--- src/rtl/uart_pkg.sv ---
// Shared UART definitions: FSM state encoding, oversampling constants and
// the baud divider calculation used by both the receiver and transmitter.
package uart_pkg;

    typedef enum logic [2:0] {
        ST_IDLE      = 3'd0,
        ST_START     = 3'd1,
        ST_DATA      = 3'd2,
        ST_STOP      = 3'd3,
        ST_WAIT_HIGH = 3'd4
    } uart_state_e;

    localparam int         UART_OVERSAMPLE = 16;
    localparam logic [3:0] MID_SAMPLE      = 4'd7;
    localparam logic [3:0] END_SAMPLE      = 4'd15;

    // Clocks per oversample tick, truncated, never below one.
    function automatic int calc_baud_div(input int clockspeed, input int baudrate, input int oversample);
        int div;
        div = clockspeed / (baudrate * oversample);
        return (div < 1) ? 1 : div;
    endfunction

endpackage

--- src/rtl/uart_baud_tick.sv ---
// Oversample tick generator: free-running divider that pulses tick for one
// clock every BAUD_DIV clocks.
module uart_baud_tick #(
    parameter int BAUD_DIV = 1
) (
    input  logic clk,
    input  logic rst,
    output logic tick
);

    localparam int            CW   = (BAUD_DIV > 1) ? $clog2(BAUD_DIV) : 1;
    localparam logic [CW-1:0] LAST = CW'(BAUD_DIV - 1);

    logic [CW-1:0] cnt_r;
    logic          tick_s;

    assign tick_s = (cnt_r == LAST);
    assign tick   = tick_s;

    // Divider counter, wraps after the terminal count.
    always_ff @(posedge clk) begin
        if (rst) begin
            cnt_r <= '0;
        end else if (tick_s) begin
            cnt_r <= '0;
        end else begin
            cnt_r <= cnt_r + CW'(1);
        end
    end

endmodule

--- src/rtl/uart_receiver_fsm.sv ---
// UART receiver: 16x oversampled 8N1 deserializer with a one-entry holding
// register (valid/ready), framing-error pulse and sticky overrun flag.
module uart_receiver_fsm
    import uart_pkg::*;
#(
    parameter int CLOCKSPEED = 50000000,
    parameter int BAUDRATE   = 9600,
    parameter int OVERSAMPLE = UART_OVERSAMPLE,
    parameter int BAUD_DIV   = calc_baud_div(CLOCKSPEED, BAUDRATE, OVERSAMPLE)
) (
    input  logic       clk,
    input  logic       rst,
    input  logic       rxd,
    output logic [7:0] dout,
    output logic       dout_valid,
    input  logic       dout_ready,
    output logic       frame_err,
    output logic       overrun,
    output logic       busy
);

    uart_state_e state_r;
    uart_state_e state_next_s;

    logic       sync1_r;
    logic       rx_sync_r;
    logic       rx_s;
    logic       tick_s;
    logic [3:0] sample_cnt_r;
    logic [2:0] bit_cnt_r;
    logic [7:0] shift_r;

    logic       shift_en_s;
    logic       bit_clr_s;
    logic       byte_done_s;
    logic       frame_err_s;
    logic       load_s;
    logic       ovr_s;

    logic [7:0] dout_r;
    logic       dout_valid_r;
    logic       frame_err_r;
    logic       overrun_r;
    logic       busy_r;

    assign rx_s = rx_sync_r;

    uart_baud_tick #(
        .BAUD_DIV (BAUD_DIV)
    ) u_baud_tick (
        .clk  (clk),
        .rst  (rst),
        .tick (tick_s)
    );

    // Two-flop synchronizer for the asynchronous serial line (idle high).
    always_ff @(posedge clk) begin
        if (rst) begin
            sync1_r   <= 1'b1;
            rx_sync_r <= 1'b1;
        end else begin
            sync1_r   <= rxd;
            rx_sync_r <= sync1_r;
        end
    end

    // Next-state and per-cycle strobes of the receive FSM.
    always_comb begin
        state_next_s = state_r;
        shift_en_s   = 1'b0;
        bit_clr_s    = 1'b0;
        byte_done_s  = 1'b0;
        frame_err_s  = 1'b0;
        case (state_r)
            ST_IDLE: begin
                if (!rx_s) begin
                    state_next_s = ST_START;
                end else begin
                    state_next_s = ST_IDLE;
                end
            end
            ST_START: begin
                if (tick_s && (sample_cnt_r == MID_SAMPLE)) begin
                    if (!rx_s) begin
                        state_next_s = ST_DATA;
                        bit_clr_s    = 1'b1;
                    end else begin
                        state_next_s = ST_IDLE;
                    end
                end else begin
                    state_next_s = ST_START;
                end
            end
            ST_DATA: begin
                if (tick_s && (sample_cnt_r == END_SAMPLE)) begin
                    shift_en_s = 1'b1;
                    if (bit_cnt_r == 3'd7) begin
                        state_next_s = ST_STOP;
                    end else begin
                        state_next_s = ST_DATA;
                    end
                end else begin
                    state_next_s = ST_DATA;
                end
            end
            ST_STOP: begin
                if (tick_s && (sample_cnt_r == END_SAMPLE)) begin
                    if (rx_s) begin
                        byte_done_s  = 1'b1;
                        state_next_s = ST_IDLE;
                    end else begin
                        frame_err_s  = 1'b1;
                        state_next_s = ST_WAIT_HIGH;
                    end
                end else begin
                    state_next_s = ST_STOP;
                end
            end
            ST_WAIT_HIGH: begin
                if (rx_s) begin
                    state_next_s = ST_IDLE;
                end else begin
                    state_next_s = ST_WAIT_HIGH;
                end
            end
            default: begin
                state_next_s = ST_IDLE;
            end
        endcase
    end

    // A completed byte is accepted when the holding register is empty or is
    // being emptied in the same cycle; otherwise it is dropped as an overrun.
    always_comb begin
        load_s = 1'b0;
        ovr_s  = 1'b0;
        if (byte_done_s) begin
            load_s = !dout_valid_r || dout_ready;
            ovr_s  = dout_valid_r && !dout_ready;
        end else begin
            load_s = 1'b0;
            ovr_s  = 1'b0;
        end
    end

    // FSM state register.
    always_ff @(posedge clk) begin
        if (rst) begin
            state_r <= ST_IDLE;
        end else begin
            state_r <= state_next_s;
        end
    end

    // Oversample position within the current bit; restarts on every state entry.
    always_ff @(posedge clk) begin
        if (rst) begin
            sample_cnt_r <= 4'd0;
        end else if (state_next_s != state_r) begin
            sample_cnt_r <= 4'd0;
        end else if (tick_s) begin
            sample_cnt_r <= sample_cnt_r + 4'd1;
        end else begin
            sample_cnt_r <= sample_cnt_r;
        end
    end

    // Data bit index, cleared at the validated start bit.
    always_ff @(posedge clk) begin
        if (rst) begin
            bit_cnt_r <= 3'd0;
        end else if (bit_clr_s) begin
            bit_cnt_r <= 3'd0;
        end else if (shift_en_s) begin
            bit_cnt_r <= bit_cnt_r + 3'd1;
        end else begin
            bit_cnt_r <= bit_cnt_r;
        end
    end

    // Shift register, LSB arrives first so new bits enter at the top.
    always_ff @(posedge clk) begin
        if (rst) begin
            shift_r <= 8'd0;
        end else if (shift_en_s) begin
            shift_r <= {rx_s, shift_r[7:1]};
        end else begin
            shift_r <= shift_r;
        end
    end

    // Holding register, handshake, error flags and busy indication.
    always_ff @(posedge clk) begin
        if (rst) begin
            dout_r       <= 8'd0;
            dout_valid_r <= 1'b0;
            frame_err_r  <= 1'b0;
            overrun_r    <= 1'b0;
            busy_r       <= 1'b0;
        end else begin
            frame_err_r <= frame_err_s;
            busy_r      <= (state_next_s != ST_IDLE);
            if (ovr_s) begin
                overrun_r <= 1'b1;
            end else begin
                overrun_r <= overrun_r;
            end
            if (load_s) begin
                dout_r       <= shift_r;
                dout_valid_r <= 1'b1;
            end else if (dout_valid_r && dout_ready) begin
                dout_r       <= dout_r;
                dout_valid_r <= 1'b0;
            end else begin
                dout_r       <= dout_r;
                dout_valid_r <= dout_valid_r;
            end
        end
    end

    assign dout       = dout_r;
    assign dout_valid = dout_valid_r;
    assign frame_err  = frame_err_r;
    assign overrun    = overrun_r;
    assign busy       = busy_r;

endmodule
--- config.mk ---
export PLATFORM = sky130hd
export DESIGN_NAME = uart_receiver_fsm
export DESIGN_NICKNAME = d
export VERILOG_FILES = /design/src/rtl/uart_pkg.sv /design/src/rtl/uart_baud_tick.sv /design/src/rtl/uart_receiver_fsm.sv
export SDC_FILE = /design/constraint.sdc
export NUM_CORES = 1
export LEC_CHECK = 0
export ABC_AREA = 0
export CAP_MARGIN = 10
export CORE_AREA = 10 10 84 86
export CTS_BUF_LIST = sky130_fd_sc_hd__clkbuf_4 sky130_fd_sc_hd__clkbuf_8 sky130_fd_sc_hd__clkbuf_16
export DETAILED_ROUTE_END_ITERATION = 8
export DIE_AREA = 0 0 94 96
export GPL_TIMING_DRIVEN = 0
export SYNTH_ARGS = -nofsm -noshare
export SYNTH_HDL_FRONTEND = slang
export SYNTH_SLANG_ARGS = --single-unit
--- constraint.sdc ---
create_clock -name clk -period 2.8 [get_ports clk]
set_input_delay 0.56 -clock clk [delete_from_list [all_inputs] [get_ports clk]]
set_output_delay 0.56 -clock clk [all_outputs]
set_load 0.005 [all_outputs]
# == Yosys cells after proc, flatten, opt, wreduce, memory -nomap -nowiden ==
# Index checks and enable logic that the tools add are counted.
# classes
muxes,20
eq_ne,9
addsub,3
bitwise,2
reduce_logical,14
# ops
operator,n
$pmux W3 S5,1
$mux W1,14
$mux W3,4
$add A9 B1 Y9 const B,1
$eq A9 B9 Y1 const B,1
$eq A3 B2 Y1 const B,2
$eq A3 B3 Y1 const B,2
$reduce_or A2 Y1,3
$add A4 B1 Y4 const B,1
$eq A4 B3 Y1 const B,1
$eq A4 B4 Y1 const B,1
$logic_and A1 B1 Y1,4
$add A3 B1 Y3 const B,1
$eq A3 B1 Y1 const B,1
$logic_not A3 Y1,1
$ne A3 B3 Y1,1
$reduce_bool A3 Y1,1
$reduce_or A3 Y1,1
$logic_not A1 Y1,2
$mux W2,1
$not A1 Y1,2
$reduce_bool A2 Y1,1
$logic_or A1 B1 Y1,1
# word_totals
word_cells,60
output_inout_bits,12
register_bits,41

# == Logic depth before layout (Yosys ltp) ==
# depth
word_depth,6
mapped_depth,7

# == Cells and area by module ==
# From an unflattened synthesis, not the netlist that was laid out.
# unflattened
hier_cells,192
area_unflattened_um2,1808.0
# by_module_without_submodules
mod,cells_each,seq_area_each_um2,instances,area_per_inst_um2
uart_receiver_fsm,144,640.6,1,1367.6
uart_baud_tick,48,180.2,1,440.4

# == Worst setup path after synthesis ==
# No wires, ideal clock.
# synth_path
kind,flip-flop to flip-flop
startpoint,register u_baud_tick.cnt_r[5]
endpoint,register dout_r[0] (netlist: dout[0])
synth_period_minus_slack_ns,1.957
required_ns,2.668
path_stages_with_launch,7
arrival_ns,1.825
slack_ns,0.843
n_path_buf,2
path_cell_list,dfxtp_1 > or4b_1 > buf_2 > or4_1 > buf_2 > o21ai_1 > a21oi_1
# synth_via
elab_chain_cells,5
# synth_rtl
item,line_no,rtl
start: declaration,uart_baud_tick.sv:14,logic [CW-1:0] cnt_r;
start signal: assignment,uart_baud_tick.sv:27,cnt_r <= cnt_r + CW'(1);
$eq A9 B9 Y1,uart_baud_tick.sv:17,assign tick_s = (cnt_r == LAST);
$logic_and A1 B1 Y1,uart_receiver_fsm.sv:107,if (tick_s && (sample_cnt_r == END_SAMPLE)) begin
$mux W1,uart_receiver_fsm.sv:107,
$mux W1,uart_receiver_fsm.sv:74,case (state_r)
$mux W1,uart_receiver_fsm.sv:137,if (byte_done_s) begin
end signal: assignment,uart_receiver_fsm.sv:209,dout_r <= shift_r;
end signal: assignment,uart_receiver_fsm.sv:212,dout_r <= dout_r;
end signal: assignment,uart_receiver_fsm.sv:215,dout_r <= dout_r;
end: declaration,uart_receiver_fsm.sv:40,logic [7:0] dout_r;
# No other way between the ends.
# A chain may end at the register's enable or synchronous reset.

# == Worst setup path in the final report ==
# layout_path
startpoint,register u_baud_tick.cnt_r[0]
endpoint,register sample_cnt_r[1]
# layout_via
elab_chain_cells,6
word_cells_on_any_way,9
cone_classes,eq/ne (2); mux (4); reduce/logical (3)
# layout_rtl
item,line_no,rtl
$eq A9 B9 Y1 (*),uart_baud_tick.sv:17,
"$logic_and A1 B1 Y1, on equally long branches","uart_receiver_fsm.sv:95, uart_receiver_fsm.sv:107, uart_receiver_fsm.sv:83",
"$mux W3, on equally long branches","uart_receiver_fsm.sv:107, uart_receiver_fsm.sv:83, uart_receiver_fsm.sv:95",
$pmux W3 S5,uart_receiver_fsm.sv:74,
$ne A3 B3 Y1,uart_receiver_fsm.sv:159,end else if (state_next_s != state_r) begin
$reduce_or A2 Y1 (no line),-,
end signal: assignment,uart_receiver_fsm.sv:162,sample_cnt_r <= sample_cnt_r + 4'd1;
end signal: assignment,uart_receiver_fsm.sv:164,sample_cnt_r <= sample_cnt_r;
end: declaration,uart_receiver_fsm.sv:29,logic [3:0] sample_cnt_r;
# Every way passes the cells marked *; elsewhere a longest branch is shown, timed or not.

==> results_dict.tcl <==
set metrics [dict create \
    gp_congestion 0.832 \
    worstMarginPinSlew_ps 977 \
    reg2reg_from "u_baud_tick.cnt_r[0]" \
    fin_crit_sh 0.787 \
    cp_top_family "compound AO/OA/AOI/OAI gates" \
    max_freq_ghz 0.454 \
    path_max_fanout 6 \
    hp-class "reg2reg" \
    cts_setup_buffers 0 \
    synth_fp_nets 213 \
    dp_hpwl_um 2740 \
    start_kind "register" \
    die_width_um 94 \
    p_per_area_mw_per_mm2 509 \
    area_delta_synth_final_pct 19.2 \
    holdWs_ps 416 \
    grt_overflow 0 \
    clkSlewWorstSetupHoldPaths_ps 80 \
    preCtsSetupSlack_ps 658 \
    grt_pass1_vias 1396 \
    vias 1493 \
    grt_usage 0.0871 \
    cts_resized 0 \
    maxCapViolCount 0 \
    clk_path_buf_depth 2 \
    yosysWarnings 0 \
    wl_per_cell_um 12.3 \
    power_frac_seq 0.531 \
    synth-seq-cells 41 \
    power.switching_w 0.000234 \
    htreeDepth 2 \
    clk_latency_ps 290 \
    io_pins 16 \
    drt_iter0_markers 164 \
    cts_root_buf "clkbuf_8" \
    die_h_um 96 \
    rows 27 \
    cp.buffers_inverters 2 \
    ys_seq_area_frac 0.444 \
    ys.flop_type "dfxtp_1" \
    crit_slowest_cell "a311oi_1" \
    synthCells 204 \
    antenna_found_initial 0 \
    setup_slack_ps 596 \
    initial_core_util 0.342 \
    vdd_drop_max_mv 0.211 \
    comb_power_share 0.044 \
    final_nets 235 \
    dr.pass1.iters 4 \
    ant_nets 0 \
    path_cells "inv_1, ha_1, and4b_1, clkbuf_1, a311oi_1, o221ai_1, nor4_1" \
    startpoint "u_baud_tick.cnt_r[0]" \
    drive_gt1_frac 0.0837 \
    cts_buffers 5 \
    path_class "reg2reg" \
    crit_path_end_kind "register" \
    min_period_ps 2200 \
    status "finished, final reports clean" \
    rsz0062_at_grt "no" \
    clock_sinks 41 \
    hold_buffers 0 \
    grt_max_degree 14 \
    drc 0 \
    netSwitchingFraction 0.209 \
    cts_tree "done" \
    min_from "sync1_r" \
    dieArea_mm2 0.00902 \
    cp_data_required_time_ps 3000 \
    relSlewSlack 0.340 \
    worst_ep_arrival_time_ps 2400 \
    cellLeakagePower_nw 0.777 \
    io_buffers 15 \
    synthesis.area_mm2 0.00185 \
    antenna_cells 0 \
    clkPwrFrac 0.425 \
    ys_types 43 \
    grt_pass1_wl_um 6470 \
    via_per_inst 4.99 \
    async_flop_share 0 \
    synth_area_per_cell_um2 9.05 \
    fin_skew_ps 5.41 \
    slowest_delay_ps 550 \
    finalSetupTns_ps 0 \
    synth_edf_count 0 \
    wl_um 3690 \
    p_int_w 0.000886 \
    slew_viol_final 0 \
    finalSetupViolCount 0 \
    core_mm2 0.00541 \
    hold_viol 0 \
]
power by group through the flow:
| stage | Sequential (W) | Clock, W | Combinational (W) |
|---|---|---|---|
| CTS | 0.000595 | 0.000493 | 0.0000499 |
| detailed placement | 0.000609 | 0 | 0.0000500 |
| global placement | 0.000609 | 0 | 0.0000492 |
| finish | 0.000595 | 0.000476 | 0.0000490 |
| floorplan | 0.000607 | 0 | 0.0000335 |
| global route | 0.000596 | 0.000514 | 0.0000563 |
kinds of logic (layout without fill, tap and decap cells):
| group | Yosys count | count (layout) | share of synthesized area |
|---|---|---|---|
| simple gates | 81 | 81 | 0.245 |
| flops | 41 | 41 | 0.444 |
| mux | 12 | 12 | 0.0650 |
| compound gates | 33 | 33 | 0.112 |
| buf+inv | 21 | 44 | 0.0474 |
| xor+xnor | 11 | 11 | 0.0522 |
| fa+ha+maj | 5 | 5 | 0.0339 |
synth_stat cells (2+ instances only):
cell type  count  area share
dfxtp_1       41        0.44
nor2_1        26       0.053
nand3_1       14       0.038
mux2i_1       12       0.065
a21oi_1       11       0.030
clkbuf_1       9       0.018
o21ai_1        8       0.022
xor2_1         7       0.033
inv_1          6       0.012
nor3_1         6       0.016
nor4_1         6       0.020
ha_1           5       0.034
buf_2          4       0.011
xnor2_1        4       0.019
a41oi_1        3       0.014
and3_1         3       0.010
nand2b_1       3       0.010
nand4_1        3       0.010
or2_2          3       0.010
a31oi_1        2      0.0068
and2_1         2      0.0068
nand2_1        2      0.0041
nor2b_1        2      0.0068
nor4b_1        2      0.0095
o31ai_1        2      0.0081
cell usage in the layout (no fill, tap or decap), types with 7 or more instances in the layout:
cell / n
dfxtp_1: 41
nor2_1: 26
clkdlybuf4s50_1: 15
nand3_1: 14
mux2i_1: 12
a21oi_1: 11
clkbuf_1: 9
o21ai_1: 8
xor2_1: 7
metrics by stage:
step                       util  cells  cell area (um2)  total power (W)
after floorplan               -    204             1850         0.000641
after global placement    0.386    291             2090         0.000658
after detailed placement  0.386    291             2090         0.000659
after CTS                 0.407    299             2200          0.00114
after global routing      0.407    299             2200          0.00117
final                     0.407    299             2200          0.00112
flip-flops by register name, summed over array words and instances, names as in the netlist:
register           count
sample_cnt_r           4
shift_r                8
rx_s                   1
bit_cnt_r              3
u_baud_tick.cnt_r      9
frame_err              1
sync1_r                1
dout                   8
state_r                3
overrun                1
dout_valid             1
busy                   1
final cells by class:
type	instances	area, um2
Multi-Input combinational cell	142	938
Inverter	6	22.5
Clock inverter	2	38.8
Timing Repair Buffer	15	150
Fill cell	576	3200
Clock buffer	6	76.3
Tap cell	72	90.1
Sequential cell	41	821
Buffer	15	65.1
layer usage:
layer | track usage | up-vias | part of all wire
met5 | 0 | - | 0
met4 | 0.0342 | 0 | 0.0049
met3 | 0.0241 | 2 | 0.046
met2 | 0.137 | 31 | 0.47
met1 | 0.111 | 685 | 0.48
li1 | - | 775 | -
final timing paths:
check                           cells after the start  slack, ps         endpoint
worst max-delay path                                7        600  sample_cnt_r[1]
worst min-delay path                                1        420             rx_s
worst max register to register                      7        600  sample_cnt_r[1]
worst min register to register                      1        420             rx_s
worst reg2reg max path, stage by stage (launching register included):
cell and delay [ps]:
dfxtp_1 420, inv_1 70, ha_1 210, and4b_1 180
clkbuf_1 160, a311oi_1 550, o221ai_1 260, nor4_1 270
No activity file was read; power rests on OpenSTA's default activity.
